--- src/rtl/video_serial_receiver_if.sv ---
// Link bundle for the serial display receiver.
// Carries the 4-wire serial display link (hardware reset, select, cmd/data,
// serial clock, serial data) from the controller to the device. It also carries
// the decoded pixel-write and status outputs from the device back to the back end.
//   master : controller / back-end side (drives link inputs, observes outputs)
//   slave  : receiver side (observes link inputs, drives outputs)
interface video_serial_receiver_if #(
    parameter int PIXEL_BITS = 16,
    parameter int HCTR_BITS  = 7,
    parameter int VCTR_BITS  = 6
);
    logic                  in_vid_rst;
    logic                  in_vid_select;
    logic                  in_vid_cmd;
    logic                  in_vid_serial_clk;
    logic                  in_vid_serial;
    logic [PIXEL_BITS-1:0] out_pixel;
    logic [HCTR_BITS-1:0]  out_hpix;
    logic [VCTR_BITS-1:0]  out_vpix;
    logic                  out_pixel_we;
    logic                  out_frame_done;
    logic                  out_sleep;
    logic                  out_display_on;
    logic                  out_inverted;
    logic [7:0]            out_madctl;
    logic [7:0]            out_colmod;
    logic                  out_unknown_cmd;

    modport master (
        output in_vid_rst, in_vid_select, in_vid_cmd, in_vid_serial_clk, in_vid_serial,
        input  out_pixel, out_hpix, out_vpix, out_pixel_we, out_frame_done,
               out_sleep, out_display_on, out_inverted, out_madctl, out_colmod,
               out_unknown_cmd
    );

    modport slave (
        input  in_vid_rst, in_vid_select, in_vid_cmd, in_vid_serial_clk, in_vid_serial,
        output out_pixel, out_hpix, out_vpix, out_pixel_we, out_frame_done,
               out_sleep, out_display_on, out_inverted, out_madctl, out_colmod,
               out_unknown_cmd
    );
endinterface

--- src/rtl/video_serial_receiver.sv ---
// Device end of the serial display link.
// Oversamples the link with in_clk and assembles MSB-first serial words. It then
// decodes the controller command subset and emits windowed pixel writes.
//   in_clk  : system clock (serial clock must be at most in_clk/4)
//   in_rst  : synchronous active-high reset
//   link    : slave side of video_serial_receiver_if (link inputs, pixel/status outputs)
module video_serial_receiver #(
    parameter int SERIAL_BITS   = 8,
    parameter int PIXEL_BITS    = 16,
    parameter int SCREEN_WIDTH  = 128,
    parameter int SCREEN_HEIGHT = 64,
    parameter int HCTR_BITS     = $clog2(SCREEN_WIDTH),
    parameter int VCTR_BITS     = $clog2(SCREEN_HEIGHT),
    parameter int SYNC_STAGES   = 2
) (
    input logic                    in_clk,
    input logic                    in_rst,
    video_serial_receiver_if.slave link
);

    localparam int          BCNT_BITS = $clog2(SERIAL_BITS);
    localparam logic [15:0] WIDTH16   = 16'(SCREEN_WIDTH);
    localparam logic [15:0] HEIGHT16  = 16'(SCREEN_HEIGHT);
    // Link bit positions inside the synchroniser vector; serial clock idles high.
    localparam logic [4:0]  SYNC_IDLE = 5'b00010;

    typedef enum logic [1:0] {
        ST_IDLE   = 2'd0,
        ST_PARAM  = 2'd1,
        ST_RAM_HI = 2'd2,
        ST_RAM_LO = 2'd3
    } state_t;

    // ---------------- synchroniser and edge detection ----------------
    logic [SYNC_STAGES-1:0][4:0] sync_r;
    logic                        sclk_prev_r;
    logic [4:0]                  raw_s;
    logic                        vid_rst_s, sel_s, cmd_s, sclk_s, dat_s, rise_s;

    assign raw_s     = {link.in_vid_rst, link.in_vid_select, link.in_vid_cmd,
                        link.in_vid_serial_clk, link.in_vid_serial};
    assign vid_rst_s = sync_r[SYNC_STAGES-1][4];
    assign sel_s     = sync_r[SYNC_STAGES-1][3];
    assign cmd_s     = sync_r[SYNC_STAGES-1][2];
    assign sclk_s    = sync_r[SYNC_STAGES-1][1];
    assign dat_s     = sync_r[SYNC_STAGES-1][0];
    assign rise_s    = sclk_s & ~sclk_prev_r;

    // Synchroniser chain on every link input plus serial clock history.
    always_ff @(posedge in_clk) begin
        if (in_rst) begin
            sync_r      <= {SYNC_STAGES{SYNC_IDLE}};
            sclk_prev_r <= 1'b1;
        end else begin
            sync_r      <= {sync_r[SYNC_STAGES-2:0], raw_s};
            sclk_prev_r <= sclk_s;
        end
    end

    // ---------------- word assembly ----------------
    logic [BCNT_BITS-1:0]   bit_cnt_r;
    logic [SERIAL_BITS-1:0] shift_r;
    logic [SERIAL_BITS-1:0] word_r;
    logic                   word_is_data_r;
    logic                   word_stb_r;

    // Bit capture: deselect discards a partial word; the 8th bit delivers a word.
    always_ff @(posedge in_clk) begin
        if (in_rst || vid_rst_s) begin
            bit_cnt_r      <= '0;
            shift_r        <= '0;
            word_r         <= '0;
            word_is_data_r <= 1'b0;
            word_stb_r     <= 1'b0;
        end else begin
            word_stb_r <= 1'b0;
            if (!sel_s) begin
                bit_cnt_r <= '0;
            end else if (rise_s) begin
                shift_r <= {shift_r[SERIAL_BITS-2:0], dat_s};
                if (bit_cnt_r == BCNT_BITS'(SERIAL_BITS - 1)) begin
                    bit_cnt_r      <= '0;
                    word_r         <= {shift_r[SERIAL_BITS-2:0], dat_s};
                    word_is_data_r <= cmd_s;
                    word_stb_r     <= 1'b1;
                end else begin
                    bit_cnt_r <= bit_cnt_r + BCNT_BITS'(1);
                end
            end
        end
    end

    // ---------------- command decoder FSM ----------------
    state_t                 state_r, state_next;
    logic [1:0]             idx_r, idx_next;
    logic [SERIAL_BITS-1:0] pcmd_r, pcmd_next;
    logic soft_rst_s, unknown_s, ram_start_s, hi_s, pixel_s, param_s;
    logic sleep_clr_s, disp_on_s, inv_set_s, inv_clr_s, multi_s;

    // Window commands take four parameter bytes; the others take one.
    assign multi_s = (pcmd_r == 8'h2a) || (pcmd_r == 8'h2b);

    // Decoder state register.
    always_ff @(posedge in_clk) begin
        if (in_rst || vid_rst_s) begin
            state_r <= ST_IDLE;
            idx_r   <= 2'd0;
            pcmd_r  <= '0;
        end else begin
            state_r <= state_next;
            idx_r   <= idx_next;
            pcmd_r  <= pcmd_next;
        end
    end

    // Next-state and action decode; a command word always restarts the sequence.
    always_comb begin
        state_next  = state_r;
        idx_next    = idx_r;
        pcmd_next   = pcmd_r;
        soft_rst_s  = 1'b0;
        unknown_s   = 1'b0;
        ram_start_s = 1'b0;
        hi_s        = 1'b0;
        pixel_s     = 1'b0;
        param_s     = 1'b0;
        sleep_clr_s = 1'b0;
        disp_on_s   = 1'b0;
        inv_set_s   = 1'b0;
        inv_clr_s   = 1'b0;
        if (word_stb_r && !word_is_data_r) begin
            state_next = ST_IDLE;
            case (word_r)
                8'h2a, 8'h2b, 8'h36, 8'h3a: begin
                    state_next = ST_PARAM;
                    idx_next   = 2'd0;
                    pcmd_next  = word_r;
                end
                8'h2c: begin
                    state_next  = ST_RAM_HI;
                    ram_start_s = 1'b1;
                end
                8'h11:   sleep_clr_s = 1'b1;
                8'h20:   inv_clr_s   = 1'b1;
                8'h21:   inv_set_s   = 1'b1;
                8'h29:   disp_on_s   = 1'b1;
                8'h01:   soft_rst_s  = 1'b1;
                default: unknown_s   = 1'b1;
            endcase
        end else if (word_stb_r) begin
            case (state_r)
                ST_PARAM: begin
                    param_s = 1'b1;
                    if (multi_s && (idx_r != 2'd3)) begin
                        idx_next = idx_r + 2'd1;
                    end else begin
                        state_next = ST_IDLE;
                    end
                end
                ST_RAM_HI: begin
                    hi_s       = 1'b1;
                    state_next = ST_RAM_LO;
                end
                ST_RAM_LO: begin
                    pixel_s    = 1'b1;
                    state_next = ST_RAM_HI;
                end
                default: state_next = ST_IDLE;
            endcase
        end else begin
            state_next = state_r;
        end
    end

    // ---------------- datapath ----------------
    logic [15:0] x_start_r, x_end_r, y_start_r, y_end_r;
    logic [15:0] stage_start_r, stage_end_r;
    logic [15:0] cur_x_r, cur_y_r;
    logic [SERIAL_BITS-1:0] hi_r;
    logic [PIXEL_BITS-1:0]  pixel_r;
    logic [HCTR_BITS-1:0]   hpix_r;
    logic [VCTR_BITS-1:0]   vpix_r;
    logic pixel_we_r, frame_done_r, sleep_r, display_on_r, inverted_r, unknown_r;
    logic [7:0] madctl_r, colmod_r;
    logic x_last_s, y_last_s, on_screen_s;

    assign x_last_s    = (cur_x_r == x_end_r);
    assign y_last_s    = (cur_y_r == y_end_r);
    assign on_screen_s = (cur_x_r < WIDTH16) && (cur_y_r < HEIGHT16);

    // Window, cursor, flags and pixel output registers.
    always_ff @(posedge in_clk) begin
        if (in_rst || vid_rst_s || soft_rst_s) begin
            x_start_r     <= 16'd0;
            x_end_r       <= WIDTH16 - 16'd1;
            y_start_r     <= 16'd0;
            y_end_r       <= HEIGHT16 - 16'd1;
            stage_start_r <= 16'd0;
            stage_end_r   <= 16'd0;
            cur_x_r       <= 16'd0;
            cur_y_r       <= 16'd0;
            hi_r          <= '0;
            pixel_r       <= '0;
            hpix_r        <= '0;
            vpix_r        <= '0;
            pixel_we_r    <= 1'b0;
            frame_done_r  <= 1'b0;
            sleep_r       <= 1'b1;
            display_on_r  <= 1'b0;
            inverted_r    <= 1'b0;
            unknown_r     <= 1'b0;
            madctl_r      <= 8'd0;
            colmod_r      <= 8'd0;
        end else begin
            pixel_we_r   <= 1'b0;
            frame_done_r <= 1'b0;
            unknown_r    <= unknown_s;
            if (sleep_clr_s) sleep_r      <= 1'b0;
            if (disp_on_s)   display_on_r <= 1'b1;
            if (inv_set_s)   inverted_r   <= 1'b1;
            if (inv_clr_s)   inverted_r   <= 1'b0;
            if (ram_start_s) begin
                cur_x_r <= x_start_r;
                cur_y_r <= y_start_r;
            end
            if (hi_s) hi_r <= word_r;
            if (param_s) begin
                case (pcmd_r)
                    8'h36: madctl_r <= word_r;
                    8'h3a: colmod_r <= word_r;
                    default: begin
                        // Window bytes are staged; the live window changes only on the 4th.
                        case (idx_r)
                            2'd0:    stage_start_r[15:8] <= word_r;
                            2'd1:    stage_start_r[7:0]  <= word_r;
                            2'd2:    stage_end_r[15:8]   <= word_r;
                            default: begin
                                if (pcmd_r == 8'h2a) begin
                                    x_start_r <= stage_start_r;
                                    x_end_r   <= {stage_end_r[15:8], word_r};
                                end else begin
                                    y_start_r <= stage_start_r;
                                    y_end_r   <= {stage_end_r[15:8], word_r};
                                end
                            end
                        endcase
                    end
                endcase
            end
            if (pixel_s) begin
                pixel_r      <= {hi_r, word_r};
                hpix_r       <= cur_x_r[HCTR_BITS-1:0];
                vpix_r       <= cur_y_r[VCTR_BITS-1:0];
                pixel_we_r   <= on_screen_s;
                frame_done_r <= on_screen_s && x_last_s && y_last_s;
                // Cursor keeps advancing even for clipped pixels; 16-bit wrap is intended.
                if (x_last_s) begin
                    cur_x_r <= x_start_r;
                    cur_y_r <= y_last_s ? y_start_r : (cur_y_r + 16'd1);
                end else begin
                    cur_x_r <= cur_x_r + 16'd1;
                end
            end
        end
    end

    assign link.out_pixel       = pixel_r;
    assign link.out_hpix        = hpix_r;
    assign link.out_vpix        = vpix_r;
    assign link.out_pixel_we    = pixel_we_r;
    assign link.out_frame_done  = frame_done_r;
    assign link.out_sleep       = sleep_r;
    assign link.out_display_on  = display_on_r;
    assign link.out_inverted    = inverted_r;
    assign link.out_madctl      = madctl_r;
    assign link.out_colmod      = colmod_r;
    assign link.out_unknown_cmd = unknown_r;

endmodule

--- src/flat_wrapper.sv ---
// flat-port wrapper written by rule: the top's interface ports become plain ports
module video_serial_receiver_flat 
#(
    parameter int SERIAL_BITS   = 8,
    parameter int PIXEL_BITS    = 16,
    parameter int SCREEN_WIDTH  = 128,
    parameter int SCREEN_HEIGHT = 64,
    parameter int HCTR_BITS     = $clog2(SCREEN_WIDTH),
    parameter int VCTR_BITS     = $clog2(SCREEN_HEIGHT),
    parameter int SYNC_STAGES   = 2
)
  (in_clk, in_rst, link_in_vid_rst, link_in_vid_select, link_in_vid_cmd, link_in_vid_serial_clk, link_in_vid_serial, link_out_pixel, link_out_hpix, link_out_vpix, link_out_pixel_we, link_out_frame_done, link_out_sleep, link_out_display_on, link_out_inverted, link_out_madctl, link_out_colmod, link_out_unknown_cmd);
  video_serial_receiver_if #(.PIXEL_BITS(PIXEL_BITS), .HCTR_BITS(HCTR_BITS), .VCTR_BITS(VCTR_BITS)) link_i ();
  input logic in_clk;
  input logic in_rst;
  input wire logic [$bits(link_i.in_vid_rst)-1:0] link_in_vid_rst;
  input wire logic [$bits(link_i.in_vid_select)-1:0] link_in_vid_select;
  input wire logic [$bits(link_i.in_vid_cmd)-1:0] link_in_vid_cmd;
  input wire logic [$bits(link_i.in_vid_serial_clk)-1:0] link_in_vid_serial_clk;
  input wire logic [$bits(link_i.in_vid_serial)-1:0] link_in_vid_serial;
  output wire logic [$bits(link_i.out_pixel)-1:0] link_out_pixel;
  output wire logic [$bits(link_i.out_hpix)-1:0] link_out_hpix;
  output wire logic [$bits(link_i.out_vpix)-1:0] link_out_vpix;
  output wire logic [$bits(link_i.out_pixel_we)-1:0] link_out_pixel_we;
  output wire logic [$bits(link_i.out_frame_done)-1:0] link_out_frame_done;
  output wire logic [$bits(link_i.out_sleep)-1:0] link_out_sleep;
  output wire logic [$bits(link_i.out_display_on)-1:0] link_out_display_on;
  output wire logic [$bits(link_i.out_inverted)-1:0] link_out_inverted;
  output wire logic [$bits(link_i.out_madctl)-1:0] link_out_madctl;
  output wire logic [$bits(link_i.out_colmod)-1:0] link_out_colmod;
  output wire logic [$bits(link_i.out_unknown_cmd)-1:0] link_out_unknown_cmd;
  assign link_i.in_vid_rst = link_in_vid_rst;
  assign link_i.in_vid_select = link_in_vid_select;
  assign link_i.in_vid_cmd = link_in_vid_cmd;
  assign link_i.in_vid_serial_clk = link_in_vid_serial_clk;
  assign link_i.in_vid_serial = link_in_vid_serial;
  assign link_out_pixel = link_i.out_pixel;
  assign link_out_hpix = link_i.out_hpix;
  assign link_out_vpix = link_i.out_vpix;
  assign link_out_pixel_we = link_i.out_pixel_we;
  assign link_out_frame_done = link_i.out_frame_done;
  assign link_out_sleep = link_i.out_sleep;
  assign link_out_display_on = link_i.out_display_on;
  assign link_out_inverted = link_i.out_inverted;
  assign link_out_madctl = link_i.out_madctl;
  assign link_out_colmod = link_i.out_colmod;
  assign link_out_unknown_cmd = link_i.out_unknown_cmd;
  video_serial_receiver #(.SERIAL_BITS(SERIAL_BITS), .PIXEL_BITS(PIXEL_BITS), .SCREEN_WIDTH(SCREEN_WIDTH), .SCREEN_HEIGHT(SCREEN_HEIGHT), .HCTR_BITS(HCTR_BITS), .VCTR_BITS(VCTR_BITS), .SYNC_STAGES(SYNC_STAGES)) u_core (.in_clk(in_clk), .in_rst(in_rst), .link(link_i));
endmodule
--- config.mk ---
export PLATFORM = sky130hd
export DESIGN_NAME = video_serial_receiver_flat
export DESIGN_NICKNAME = d
export VERILOG_FILES = /design/src/rtl/video_serial_receiver_if.sv /design/src/rtl/video_serial_receiver.sv /design/src/flat_wrapper.sv
export SDC_FILE = /design/constraint.sdc
export NUM_CORES = 1
export LEC_CHECK = 0
export BUFFER_PORTS_ARGS = -buffer_cell sky130_fd_sc_hd__buf_4
export CORE_MARGIN = 2
export CORE_UTILIZATION = 58
export DETAILED_ROUTE_END_ITERATION = 10
export PLACE_DENSITY = 0.75
export SLEW_MARGIN = 20
export SYNTH_ARGS = -nofsm -noshare
export SYNTH_HDL_FRONTEND = slang
export SYNTH_SLANG_ARGS = --single-unit
export TNS_END_PERCENT = 20
--- constraint.sdc ---
create_clock -name in_clk -period 5.2 [get_ports in_clk]
set_input_delay 0.78 -clock in_clk [delete_from_list [all_inputs] [get_ports in_clk]]
set_output_delay 0.78 -clock in_clk [all_outputs]
set_load 0.01 [all_outputs]
==> Yosys cells after proc, flatten, opt, wreduce, memory -nomap -nowiden <==
Index checks and enable logic that the tools add are counted.
{ "totals": {"ff_bits": 222, "in_bits": 7, "out_inout_bits": 51, "wordCells": 148} }
{ "op_classes": {"n_addsub": 4, "magnitude_cmp": 2, "eq_ne": 25, "mux": 41, "bitwise_logic": 9, "reduce_logical": 35} }
{ "op_table": {"columns": ["op", "n"], "rows": [
  ["16-bit 2-to-1 mux", 7],
  ["8-bit by 6-bit equality test with 1-bit output, second input constant", 12],
  ["16-bit by 1-bit adder with 16-bit output, second input constant", 2],
  ["16-bit equality test", 2],
  ["1-bit 2-to-1 mux", 23],
  ["16-bit by 7-bit less-than comparator with 1-bit output, second input constant", 1],
  ["16-bit by 8-bit less-than comparator with 1-bit output, second input constant", 1],
  ["2-bit 2-to-1 mux", 8],
  ["3-bit AND reduction", 4],
  ["4-bit AND reduction", 3],
  ["2-bit AND reduction", 5],
  ["10-bit OR reduction", 1],
  ["2-bit OR reduction", 5],
  ["8-bit by 1-bit equality test with 1-bit output, second input constant", 1],
  ["8-bit by 5-bit equality test with 1-bit output, second input constant", 1],
  ["1-bit inverter", 8],
  ["2-bit nonzero test", 4],
  ["2-bit equality test, second input constant", 3],
  ["2-bit case mux with 3 select lines", 1],
  ["3-bit OR reduction", 2],
  ["1-bit logical AND", 5],
  ["2-bit by 1-bit equality test with 1-bit output, second input constant", 2],
  ["2-bit != test, second input constant", 2],
  ["2-bit case mux with 2 select lines", 1],
  ["10 further kinds", 12]
]} }

==> Longest topological paths before layout <==
{ "depth": {"depth_word": 7, "depth_mapped": 9, "depth_no_buf": 7} }

==> Worst setup path before layout <==
No wires, ideal clock.
{ "synth_path": {"path_kind": "reg2reg", "startpoint": "register u_core.word_r[4]", "endpoint": "register u_core.cur_y_r[0]", "setup_ns": 0.131, "arrival_time_ns": 2.231, "required_ns": 5.069, "setup_slack_ns": 2.838, "stages_incl_launch_ff": 10, "path_buffers": 4, "synth_period_minus_slack_ns": 2.362, "cell_sequence": "dfxtp_1 buf_6 or4b_4 or4_4 buf_6 and2_4 buf_6 buf_6 o31ai_4 a21oi_2"} }
{ "synth_via": {"elab_chain_cells": 6, "word_cells_on_any_way": 10, "classes_between": "2 x eq/ne; 7 x mux; 1 x reduce/logical"} }
{ "synth_rtl": {"columns": ["item", "line_no", "text"], "rows": [
  ["from (decl)", "video_serial_receiver.sv:63", "logic [SERIAL_BITS-1:0] word_r;"],
  ["from (signal assigned)", "video_serial_receiver.sv:83", "word_r <= {shift_r[SERIAL_BITS-2:0], dat_s};"],
  ["8-bit by 6-bit equality test with 1-bit output", "video_serial_receiver.sv:133", "case (word_r)"],
  ["1-bit 2-to-1 mux", "video_serial_receiver.sv:133", null],
  ["1-bit 2-to-1 mux", "video_serial_receiver.sv:131", "if (word_stb_r && !word_is_data_r) begin"],
  ["16-bit 2-to-1 mux", "video_serial_receiver.sv:222", "if (ram_start_s) begin"],
  ["16-bit 2-to-1 mux", "video_serial_receiver.sv:257", "if (x_last_s) begin"],
  ["16-bit 2-to-1 mux", "video_serial_receiver.sv:250", "if (pixel_s) begin"],
  ["to (signal assigned)", "video_serial_receiver.sv:224", "cur_y_r <= y_start_r;"],
  ["to (signal assigned)", "video_serial_receiver.sv:259", "cur_y_r <= y_last_s ? y_start_r : (cur_y_r + 16'd1);"],
  ["to (decl)", "video_serial_receiver.sv:178", "logic [15:0] cur_x_r, cur_y_r;"]
]} }
Parallel ways exist; a longest one is shown, timed or not.
A chain may end at the register's enable or synchronous reset.

==> Final worst setup path <==
{ "layout_path": {"startpoint": "register u_core.word_r[4]", "endpoint": "register u_core.cur_x_r[11]"} }
{ "layout_via": {"elab_chain_cells": 4, "word_cells_on_any_way": 8, "classes_between": "2 x eq/ne; 4 x mux; 2 x reduce/logical"} }
{ "layout_rtl": {"columns": ["item", "line_no", "text"], "rows": [
  ["8-bit by 6-bit equality test with 1-bit output or 8-bit by 1-bit equality test with 1-bit output (tied branches)", "video_serial_receiver.sv:133", null],
  ["1-bit 2-to-1 mux", "video_serial_receiver.sv:133", null],
  ["1-bit 2-to-1 mux", "video_serial_receiver.sv:131", null],
  ["2-bit nonzero test (no line) or 1-bit logical OR (tied branches)", null, null],
  ["to (signal assigned)", "video_serial_receiver.sv:223", "cur_x_r <= x_start_r;"],
  ["to (signal assigned)", "video_serial_receiver.sv:258", "cur_x_r <= x_start_r;"],
  ["to (signal assigned)", "video_serial_receiver.sv:261", "cur_x_r <= cur_x_r + 16'd1;"],
  ["to (decl)", "video_serial_receiver.sv:178", null]
]} }
Parallel ways exist; a longest one is shown, timed or not.

==> out/results.ini <==
[sta]
tightest_slew_ns = 1.069
post-route-period-util_pct = 56.20
period_needed_ns = 2.923
slew_viol_final = 0
hold_violations = 0
tns_ns = 0
rsz0062_at_grt = no
max_freq_ghz = 0.3422
slew_headroom_pct = 28.51
setup_viol_count_final = 0
final.setup_skew_ns = 0.01716

[cells_and_area]
antenna_cells = 0
drive_above_1_share_pct = 10.94
area.growth.synth_to_final_pct = 11.97
nNetsFinal = 1189

[logic_synthesis]
synthAdderAreaFrac_pct = 1.193
yosysWarnings = 0
synth_xor_area_share_pct = 4.545
ys_seq_elements = 222
synth_area_leaders = dfxtp_1, nand2_1, a21oi_1
syn_inst = 1176
synth_nets = 1192
syn_area_um2 = 9442
yosys-top-cells-count = nand2_1, dfxtp_1, a21oi_1, clkbuf_1, nand3_1
synth_mux_area_share_pct = 3.088
ys.flop_type = dfxtp_1
yosys.area_share.simple_pct = 25.80
yosys.area.top_type_share_pct = 47.07
yosysSeqAreaShare_pct = 47.07
synth_top_family_by_area = simple AND/OR/NAND/NOR gates
synth-compound-area-share_pct = 13.69
async_reset_ff_share_pct = 0
yosys.area.top_type = dfxtp_1
yosysMostFrequentCell = nand2_1
synth_edf_count = 0
synth.avg_cell_area_um2 = 8.029
ys_types = 52

[clock_tree]
worstSkewPairLatency_ns = 0.51
root_buffer = clkbuf_16
cts_setup_buffers = 0
cts.repair.resized = 0
holdBufCountCts = 0
htree_levels = 1
clkTransAtPathRegs_ns = 0.06
cts_tree = done
clockBufferDepth = 3
cts_made_buffers = 23
clock_sinks = 222

[min_path]
min_from = u_core.sync_r[1]$_SDFF_PP1_
hp-class = reg2reg

[global_routing]
grt_pass1_vias = 7580
overflow = 0
grt_max_degree = 78
grt_pass1_wl_um = 39140
track_usage_pct = 27.47
antenna_found_initial = 0

[pwr]
ir_drop_mv = 0.2913
power.total_uw = 3400
p_leak_uw = 0.003766
power_density_nw_per_um2 = 321.6

[run_status]
status = finished, final reports clean

[critical_path]
reg2reg_from = u_core.word_r[4]$_SDFFE_PP0P_
worstPathMaxFanout = 19
critPathBufInv = 0
path_cells = or4b_4 -> or4_4 -> nand2_1 -> nand2_1 -> o221a_2
end_kind = flip-flop
max_stage_delay_ns = 0.68
worstSetupPathType = reg2reg
cp_slowest_cell = or4_4
arrival_ns = 3.32
critPathLaunch = u_core.word_r[4]$_SDFFE_PP0P_
cp-start-kind = flip-flop
required_ns = 5.60
path_common_cell = nand2_1
crit_family = simple AND/OR/NAND/NOR gates

[die]
die_w_um = 131.6
dieArea_um2 = 17310
die_h_um = 131.6
ioPinCount = 58
rows = 46
start_util_pct = 59.44
fp.coreArea_um2 = 15890

[drt]
vias = 8171
via_per_inst = 5.820
first_pass_iters = 5
wire_per_inst_um = 17.09
drtAntennaViolNets = 0
drt-initial-drc-count = 730
drcViolationCount = 0
wirelength_um = 23990

[placed_design]
place.port_buffers = 57
hpwl_um = 15460
gp_congestion = 0.8866

[run]
drv_cap = 0

-- worst paths after layout --
kind              slack, ns                               to  cells past startpoint
hold / removal         0.42         u_core.sclk_s$_SDFF_PP1_                      1
hold reg to reg        0.42         u_core.sclk_s$_SDFF_PP1_                      1
setup / recovery       2.28  u_core.cur_x_r[11]$_SDFFE_PP0P_                      5
setup reg to reg       2.28  u_core.cur_x_r[11]$_SDFFE_PP0P_                      5
-- cells by family (layout without fill, tap and decap cells) --
logic type               after synthesis  count (layout)
adder cells (fa/ha/maj)                9               9
XOR/XNOR                              49              49
AO/OA/AOI/OAI                        229             229
AND/OR/NAND/NOR                      538             538
flip-flops                           222             222
buffers and inverters                101             113
multiplexers                          28              28
-- layout by cell type (no fill, tap or decap), types with 2 or more instances in the layout --
cell	Yosys	final
a221oi_1	2	2
buf_4	1	67
and2_1	13	13
nor2_1	36	35
nand2b_1	7	7
o31ai_1	5	5
inv_1	6	6
nor4_2	2	2
clkinv_2	0	5
nor3b_1	5	5
bufinv_16	0	3
nor2b_1	13	13
xor2_1	25	25
nor4_1	13	13
a211oi_1	17	16
xnor2_1	24	24
a21oi_1	151	151
a31oi_1	17	17
o221a_2	2	2
mux2i_1	19	19
nand2_1	318	318
ha_1	9	9
nand3_1	74	73
nand3b_1	7	7
dfxtp_1	222	222
and3_1	12	11
nand4_1	11	11
mux2_2	9	9
o21ai_0	23	23
clkbuf_16	0	23
clkbuf_8	0	2
nor4bb_1	2	2
or2_2	6	6
and4_1	2	2
nand4b_1	2	2
nor3_1	11	11
clkbuf_1	76	7
-- stage by stage --
step | cell area, um2 | utilization (%) | setup WS (ns) | std cells | hold slack [ns]
3_5_place_dp | 9821 | 61.82 | 2.312 | 1364 | 0.3983
3_3_place_gp | 9821 | 61.82 | 2.348 | 1364 | 0.3926
5_1_grt | 10570 | 66.55 | 2.092 | 1404 | 0.4396
4_1_cts | 10570 | 66.51 | 2.281 | 1404 | 0.4230
6_report | 10570 | 66.55 | 2.277 | 1404 | 0.4240
2_1_floorplan | 9442 | - | 2.838 | 1176 | 0.3895
-- layer usage --
metal | vias up | track usage (%) | part of all wire, %
met4 | 0 | 11.47 | 3.7
met2 | 239 | 45.17 | 47
met1 | 3895 | 36.82 | 44
met3 | 59 | 3.125 | 5.2
met5 | - | 0 | 0
li1 | 3978 | - | -
-- worst register-to-register path, delay by kind of cell, from the launching register on --
| family | cells | cell delay (ns) |
|---|---|---|
| flip-flops | 1 | 0.54 |
| AND/OR/NAND/NOR | 4 | 2.00 |
| AO/OA/AOI/OAI | 1 | 0.30 |
-- power breakdown --
| part | switching (uW) | internal [uW] |
|---|---|---|
| logic | 37.0 | 9.39 |
| registers | 1.91 | 1700 |
| clock network | 657 | 991 |
-- state kept, by name, summed over array words and instances, names as in the netlist, 16 cells and up --
name                   cells
u_core.cur_x_r            16
u_core.cur_y_r            16
u_core.link.out_pixel     16
u_core.stage_start_r      16
u_core.x_end_r            16
u_core.x_start_r          16
u_core.y_end_r            16
u_core.y_start_r          16
-- layout make-up --
| cell class | instances | area [um2] |
|---|---|---|
| Inverter | 6 | 22.52 |
| Timing Repair Buffer | 67 | 503.0 |
| Multi-Input combinational cell | 853 | 4587 |
| Tap cell | 216 | 270.3 |
| Clock inverter | 8 | 115.1 |
| Sequential cell | 222 | 4444 |
| Fill cell | 1407 | 5314 |
| Clock buffer | 32 | 629.4 |
No activity file was read; power rests on OpenSTA's default activity.
